<file path="config.mk">
export PLATFORM = sky130hd
export DESIGN_NAME = mem_port_arbiter
export DESIGN_NICKNAME = d
export VERILOG_FILES = /design/src/rtl/mem_port_arbiter.sv
export SDC_FILE = /design/constraint.sdc
export NUM_CORES = 1
export LEC_CHECK = 0
export CELL_PAD_IN_SITES_DETAIL_PLACEMENT = 1
export CELL_PAD_IN_SITES_GLOBAL_PLACEMENT = 2
export CORE_MARGIN = 2
export CORE_UTILIZATION = 39
export DETAILED_ROUTE_END_ITERATION = 8
export DONT_BUFFER_PORTS = 1
export HOLD_SLACK_MARGIN = 0.06
export MAX_ROUTING_LAYER = met4
export PLACE_DENSITY = 0.76
export SLEW_MARGIN = 20
export SYNTH_ARGS = -nofsm -noshare
export SYNTH_HDL_FRONTEND = slang
export SYNTH_SLANG_ARGS = --single-unit
</file>
<file path="constraint.sdc">
create_clock -name clk -period 1.72 [get_ports clk]
set_input_delay 0.43 -clock clk [delete_from_list [all_inputs] [get_ports clk]]
set_output_delay 0.43 -clock clk [all_outputs]
set_load 0.05 [all_outputs]
</file>
<file path="src/rtl/mem_port_arbiter.sv">
// -----------------------------------------------------------------------------
// mem_port_arbiter
//
// Two-port arbiter in front of a single-ported word memory. Port 0 is the
// fetch unit, port 1 the stack/data unit. Each transaction takes exactly three
// cycles: IDLE (request sampled and latched) -> ACCESS (memory driven, write
// strobe for writes, read data captured at the end) -> RESP (done pulse).
//
// Arbitration: round-robin between the two ports. With the macro
// ARB_FIXED_PRIO_EN defined, port 1 always wins ties and the round-robin
// history register is not built.
//
// Ports
//   clk              single clock, rising edge
//   rst_n            asynchronous active-low reset
//   req0/req1        access request per port
//   we0/we1          1 = write, 0 = read (qualified by reqN)
//   addr0/addr1      word address per port
//   wdata0/wdata1    write data per port
//   gnt0/gnt1        port owns the memory (ACCESS and RESP)
//   done0/done1      one-cycle completion pulse (RESP)
//   rdata0/rdata1    registered read data, held until the port's next read
//   busy             FSM not in IDLE
//   mem_addr/mem_wd  memory address / write data (0 while idle)
//   mem_we           memory write strobe, one ACCESS cycle per write
//   mem_rd           combinational memory read data
// -----------------------------------------------------------------------------
module mem_port_arbiter #(
   parameter int ADDR_W = 5,
   parameter int DATA_W = 8
) (
   input  logic              clk,
   input  logic              rst_n,
   input  logic              req0,
   input  logic              req1,
   input  logic              we0,
   input  logic              we1,
   input  logic [ADDR_W-1:0] addr0,
   input  logic [ADDR_W-1:0] addr1,
   input  logic [DATA_W-1:0] wdata0,
   input  logic [DATA_W-1:0] wdata1,
   output logic              gnt0,
   output logic              gnt1,
   output logic              done0,
   output logic              done1,
   output logic [DATA_W-1:0] rdata0,
   output logic [DATA_W-1:0] rdata1,
   output logic              busy,
   output logic [ADDR_W-1:0] mem_addr,
   output logic [DATA_W-1:0] mem_wd,
   output logic              mem_we,
   input  logic [DATA_W-1:0] mem_rd
);

   typedef enum logic [1:0] {
      IDLE   = 2'd0,
      ACCESS = 2'd1,
      RESP   = 2'd2
   } state_t;

   state_t              state_reg;
   logic                lat_port_reg;   // winner of the current transaction
   logic                lat_we_reg;     // latched write flag of the winner
   logic                gnt0_reg;
   logic                gnt1_reg;
   logic                done0_reg;
   logic                done1_reg;
   logic                busy_reg;
   logic                mem_we_reg;
   logic [ADDR_W-1:0]   mem_addr_reg;   // doubles as the latched address
   logic [DATA_W-1:0]   mem_wd_reg;     // doubles as the latched write data

   // Winner selection and the request fields of that winner
   logic                win_next;
   logic                sel_we;
   logic [ADDR_W-1:0]   sel_addr;
   logic [DATA_W-1:0]   sel_wdata;

`ifndef ARB_FIXED_PRIO_EN
   // Port served by the most recent transaction; reset to 1 so that
   // port 0 wins the first tie.
   logic                last_served_reg;
`endif

   always_comb begin
      win_next = 1'b0;
`ifdef ARB_FIXED_PRIO_EN
      // Port 1 wins whenever it asks.
      win_next = req1;
`else
      // A lone requester wins outright; on a tie the port that was not
      // served last time goes first.
      if (req0 && req1) begin
         win_next = ~last_served_reg;
      end else begin
         win_next = req1;
      end
`endif
      sel_we    = win_next ? we1    : we0;
      sel_addr  = win_next ? addr1  : addr0;
      sel_wdata = win_next ? wdata1 : wdata0;
   end

   // -------------------------------------------------------------------------
   // Transaction FSM. All outputs except read data are registered here so
   // they change only on clock edges (or immediately on reset).
   // -------------------------------------------------------------------------
   always_ff @(posedge clk or negedge rst_n) begin
      if (!rst_n) begin
         state_reg       <= IDLE;
         lat_port_reg    <= 1'b0;
         lat_we_reg      <= 1'b0;
         gnt0_reg        <= 1'b0;
         gnt1_reg        <= 1'b0;
         done0_reg       <= 1'b0;
         done1_reg       <= 1'b0;
         busy_reg        <= 1'b0;
         mem_we_reg      <= 1'b0;
         mem_addr_reg    <= '0;
         mem_wd_reg      <= '0;
`ifndef ARB_FIXED_PRIO_EN
         last_served_reg <= 1'b1;
`endif
      end else begin
         case (state_reg)
            IDLE: begin
               if (req0 || req1) begin
                  state_reg    <= ACCESS;
                  lat_port_reg <= win_next;
                  lat_we_reg   <= sel_we;
                  gnt0_reg     <= ~win_next;
                  gnt1_reg     <= win_next;
                  busy_reg     <= 1'b1;
                  mem_addr_reg <= sel_addr;
                  mem_wd_reg   <= sel_wdata;
                  // Write strobe covers exactly the ACCESS cycle.
                  mem_we_reg   <= sel_we;
`ifndef ARB_FIXED_PRIO_EN
                  last_served_reg <= win_next;
`endif
               end
            end

            ACCESS: begin
               state_reg  <= RESP;
               mem_we_reg <= 1'b0;
               done0_reg  <= ~lat_port_reg;
               done1_reg  <= lat_port_reg;
            end

            RESP: begin
               state_reg    <= IDLE;
               gnt0_reg     <= 1'b0;
               gnt1_reg     <= 1'b0;
               done0_reg    <= 1'b0;
               done1_reg    <= 1'b0;
               busy_reg     <= 1'b0;
               mem_addr_reg <= '0;
               mem_wd_reg   <= '0;
            end

            default: begin
               state_reg    <= IDLE;
               gnt0_reg     <= 1'b0;
               gnt1_reg     <= 1'b0;
               done0_reg    <= 1'b0;
               done1_reg    <= 1'b0;
               busy_reg     <= 1'b0;
               mem_we_reg   <= 1'b0;
               mem_addr_reg <= '0;
               mem_wd_reg   <= '0;
            end
         endcase
      end
   end

   // -------------------------------------------------------------------------
   // Per-port read data registers. A port's register loads only at the end of
   // ACCESS of its own read; writes and the other port's reads leave it alone.
   // -------------------------------------------------------------------------
   logic [1:0][DATA_W-1:0] rdata_vec;

   genvar gi;
   generate
      for (gi = 0; gi < 2; gi++) begin : g_port
         localparam logic PORT_ID = 1'(gi);
         logic [DATA_W-1:0] rd_reg;

         always_ff @(posedge clk or negedge rst_n) begin
            if (!rst_n) begin
               rd_reg <= '0;
            end else if (state_reg == ACCESS && !lat_we_reg &&
                         lat_port_reg == PORT_ID) begin
               rd_reg <= mem_rd;
            end
         end

         assign rdata_vec[gi] = rd_reg;
      end
   endgenerate

   assign gnt0     = gnt0_reg;
   assign gnt1     = gnt1_reg;
   assign done0    = done0_reg;
   assign done1    = done1_reg;
   assign busy     = busy_reg;
   assign mem_we   = mem_we_reg;
   assign mem_addr = mem_addr_reg;
   assign mem_wd   = mem_wd_reg;
   assign rdata0   = rdata_vec[0];
   assign rdata1   = rdata_vec[1];

endmodule
</file>
# Word-level counts from Yosys, hierarchy flattened
# Cells that the tools add are included.
# W data, S select, Z words.
totals:
  reg_bits: 40
  input_bits: 40
  out_inout_bits: 35
  word_cells: 52
op_classes:
  eq_ne: 3
  n_mux: 20
  bitwise: 5
  n_reduce_logical: 10
ops:
  columns: ["operator", "count"]
  rows:
  - ["$mux W8", 2]
  - ["$pmux W8 S2", 1]
  - ["$pmux W1 S2", 6]
  - ["$mux W5", 2]
  - ["$pmux W5 S2", 1]
  - ["$mux W1", 6]
  - ["$reduce_and A2 Y1", 3]
  - ["$not A1 Y1", 5]
  - ["$logic_and A1 B1 Y1", 4]
  - ["$pmux W2 S2", 1]
  - ["$eq A2 B1 Y1 const B", 1]
  - ["$eq A2 B2 Y1 const B", 1]
  - ["$logic_not A2 Y1", 1]
  - ["$mux W2", 1]
  - ["$ne A2 B2 Y1 const B", 1]
  - ["$logic_not A1 Y1", 1]
  - ["$logic_or A1 B1 Y1", 1]

# Depth between registers and ports, before layout
depth:
  word_depth: 5
  mapped_depth: 5

# Worst setup path before layout
# OpenSTA, ideal clock, no wires.
synth_timing:
  kind: "reg2reg"
  startpoint: "register state_reg[1]"
  endpoint: "register g_port[0].rd_reg[0], in the netlist rdata0[0]"
  setup_ps: 125
  t_arrival_ps: 1357
  t_required_ps: 1595
  setup_slack_ps: 238
  path_stages_with_launch: 4
  n_path_buf: 1
  synth_period_minus_slack_ps: 1482
  cell_sequence: "dfrtp_1 clkbuf_8 nor4_4 mux2_2"
synth_via:
  elab_chain_len: 3
synth_lines:
  columns: ["item", "line_no", "text"]
  rows:
  - ["start, declared", "61", "state_t state_reg;"]
  - ["start signal, assigned", "110", "state_reg <= IDLE;"]
  - ["start signal, assigned", "128", "state_reg <= ACCESS;"]
  - ["start signal, assigned", "145", "state_reg <= RESP;"]
  - ["$eq A2 B1 Y1", "192", "end else if (state_reg == ACCESS && !lat_we_reg &&"]
  - ["$logic_and A1 B1 Y1 (2 in series)", "192", null]
  - ["end signal, assigned", "194", "rd_reg <= mem_rd;"]
  - ["end, declared", "187", "logic [DATA_W-1:0] rd_reg;"]
# No other way between the ends.
# A chain may end at the register's enable or synchronous reset.

# Worst setup path in the final report
layout_timing:
  startpoint: "register state_reg[1]"
  endpoint: "register mem_wd_reg[2], in the netlist mem_wd[2]"
layout_via:
  elab_chain_len: 3
layout_lines:
  columns: ["item", "line_no", "text"]
  rows:
  - ["$logic_not A2 Y1 / $eq A2 B1 Y1 (equally long branches)", "125", "case (state_reg)"]
  - ["$ne A2 B2 Y1 (no line) / $not A1 Y1 (equally long branches)", null, null]
  - ["$reduce_and A2 Y1 (no line)", null, null]
  - ["end signal, assigned", "135", "mem_wd_reg <= sel_wdata;"]
  - ["end, declared", "71", "logic [DATA_W-1:0] mem_wd_reg;"]
# Parallel ways exist; a longest one is shown, timed or not.

==> summary.md <==
| Metric | Value |
|---|---|
| Outcome | finished clean |
| Clk pin slew, worst setup/hold paths | ~80 ps |
| Total CTS buffers | 5 |
| CP arrival | between 1500 and 2000 ps |
| Port Buf Inserts | 0 |
| Post-Route Skew | approximately 7.6 ps |
| Starting Density | 0.414 |
| CP max stage cell | or3b_2 |
| Area Overhead vs Synth | 12.3% |
| DRC errors left | 0 |
| Sequential share of the synthesized area | 0.592 |
| Util after Layout | 0.465 |
| WL final | between 3000 and 4000 um |
| Syn avg cell area | 14.2 um^2 |
| GPL Wtd Cong | between 0.7 and 0.8 |
| Setup TNS | 0 ps |
| Most frequent cells in the layout | dfrtp_1, mux2_2, and3_2, a221o_2, buf_4 |
| Critical Path Sink Type | register |
| Net count reported at finish | roughly 170 |
| YS warnings | 0 |
| Drt pass-1 iters | 4 |
| Yosys reg bits | 40 |
| CP Class | register to register |
| Per-cell routed wire length | 21.2 um |
| Clk buf depth | 2 |
| Final setup fails | 0 |
| Startpoint types | register |
| Congestion Overflow GR | 0 |
| First-pass GRT wire length | 6330 um |
| Max Fclk | 0.620 GHz |
| Largest net degree at the start of global routing | a little over 40 |
| Slew headroom | 0.656 |
| Period utilization | 0.937 |
| Vias/cell | approximately 5.9 |
| Mapped Nets | about 160 |
| Final ANT Viol Nets | 0 |
| M3 GR Usage | 0.0635 |
| Yosys cell types | 30 |
| Chip width | around 70 um |
| Fin. Hold Viols | 0 |
| Worst Hold Class | primary input to register |
| Initial antenna violation count | 0 |
| Most common cell after layout, fill and taps aside | dfrtp_1 |
| Slew Viols, Final | 0 |
| CP peak stage delay | between 500 and 600 ps |
| Met2 Resource Use GR | 0.293 |
| GR Util met1 | 0.189 |
| 1st-iter DRT viols | 49 |
| Crit-path cells | or3b_2 -> a21oi_4 -> a221o_2 |
| Sink Count | 40 |
| Top Usage Layer GRT | met2 |
| Unrepaired setup endpoints after global routing | no |
| Via count | 1,065 |
| Row cnt | 23 |
| Number of global-route vias before repair | 1,261 |
| Layout cell share with drive strength beyond 1 | 0.446 |
| Crit path max-delay family | compound AO/OA/AOI/OAI gates |
| Number of H-tree levels | 2 |
| Full die area | 4880 um^2 |
| Synth top area cells | dfrtp_1, mux2_2, a221o_2 |
| Crit Path Max Fanout | 15 |
| Worst Path Required | just under 2000 ps |
| Buf/Inv on CP | 0 |
| DP HPWL | 2750 um |
| Diode count | 0 |
| Clock root buffer | clkbuf_8 |
| Latest clock arrival within the worst-skew pair | about 280 ps |
| Top cell type's share of synthesized area | 0.576 |
| Mapped Area | 1690 um^2 |
| CTS tree | yes |
| Mapped Cells | between 100 and 150 |
| All-Layer GR Usage | 0.172 |
| Filler Cell Count | approximately 430 |
| Max-cap violations | 0 |
| # IOs | 75 |
| Core Footprint | just over 4000 um^2 |
| Final min period | approximately 1600 ps |
| Worst-Margin Slew | ~520 ps |
| Most area-hungry cell type in the Yosys netlist | dfrtp_1 |
| Worst hold slack | 286 ps |
| Post-CTS Setup Inserts | 0 |
| Die H | 69.9 um |
## cells in the mapped netlist
cell,n
nor4_4,2
a22o_1,1
dfrtp_1,39
a31oi_1,1
clkbuf_8,1
or2b_1,1
dfstp_2,1
and3_1,2
mux2i_1,3
nand3_1,1
nand2_1,2
a221o_2,8
inv_1,3
o21ba_2,1
nor2_1,5
and3_2,11
o21ai_0,1
buf_4,2
clkbuf_1,2
a21o_1,2
a221o_1,5
or3b_2,1
inv_2,1
a311oi_1,1
nor3b_1,1
a21oi_1,2
a21oi_4,1
a21bo_2,1
mux2_2,16
or2_2,1
## per-stage QoR
| step | setup slack (ps) | cells | cell area (um^2) |
|---|---|---|---|
| 3_3_place_gp | 181 | 170 | 1760 |
| 6_report | 108 | 180 | 1900 |
| 2_1_floorplan | 238 | 119 | 1690 |
| 3_5_place_dp | 102 | 170 | 1760 |
| 5_1_grt | 38.7 | 180 | 1900 |
| 4_1_cts | 106 | 180 | 1900 |
## area by class of cell
class	count	area (um^2)	share of cell area
repair buffers	8	75.1	0.0395
clock inverters	2	35.0	0.0184
clock buffers	6	72.6	0.0382
inverters	4	15.0	0.00789
flip-flops and latches	40	1000	0.527
well taps	50	62.6	0.0329
multi-input cells	70	639	0.336
## worst paths after layout
check / from / endpoint / slack [ps] / depth (start not counted)
min in group asynchronous: rst_n / mem_we / 620 / 2
min: wdata1[7] / mem_wd[7] / 290 / 1
max: state_reg[1] / mem_wd[2] / 110 / 3
max in group asynchronous: rst_n / last_served_reg / 840 / 2
max reg2reg: state_reg[1] / mem_wd[2] / 110 / 3
min reg2reg: last_served_reg / last_served_reg / 540 / 1
## cell families after synthesis
family / Yosys count / synth area share
compound gates: 24 / 0.136
buf+inv: 9 / 0.0303
simple gates: 27 / 0.118
flops: 40 / 0.592
mux: 19 / 0.124
## layer usage
metal,share of wire,up-vias,wire (um)
li1,-,469,-
met1,0.39,535,1480
met2,0.52,59,1970
met3,0.088,2,336
met4,0.0055,0,21
met5,0,-,0
## repair_timing
item	in CTS	in global routing
endpoints found under the hold margin	40	0
hold buffers	2	0
gates resized for setup	0	0
Power is left out: the tool's default activity adds up to more than one toggle a clock period on the data nets, which glitch-free logic cannot reach.
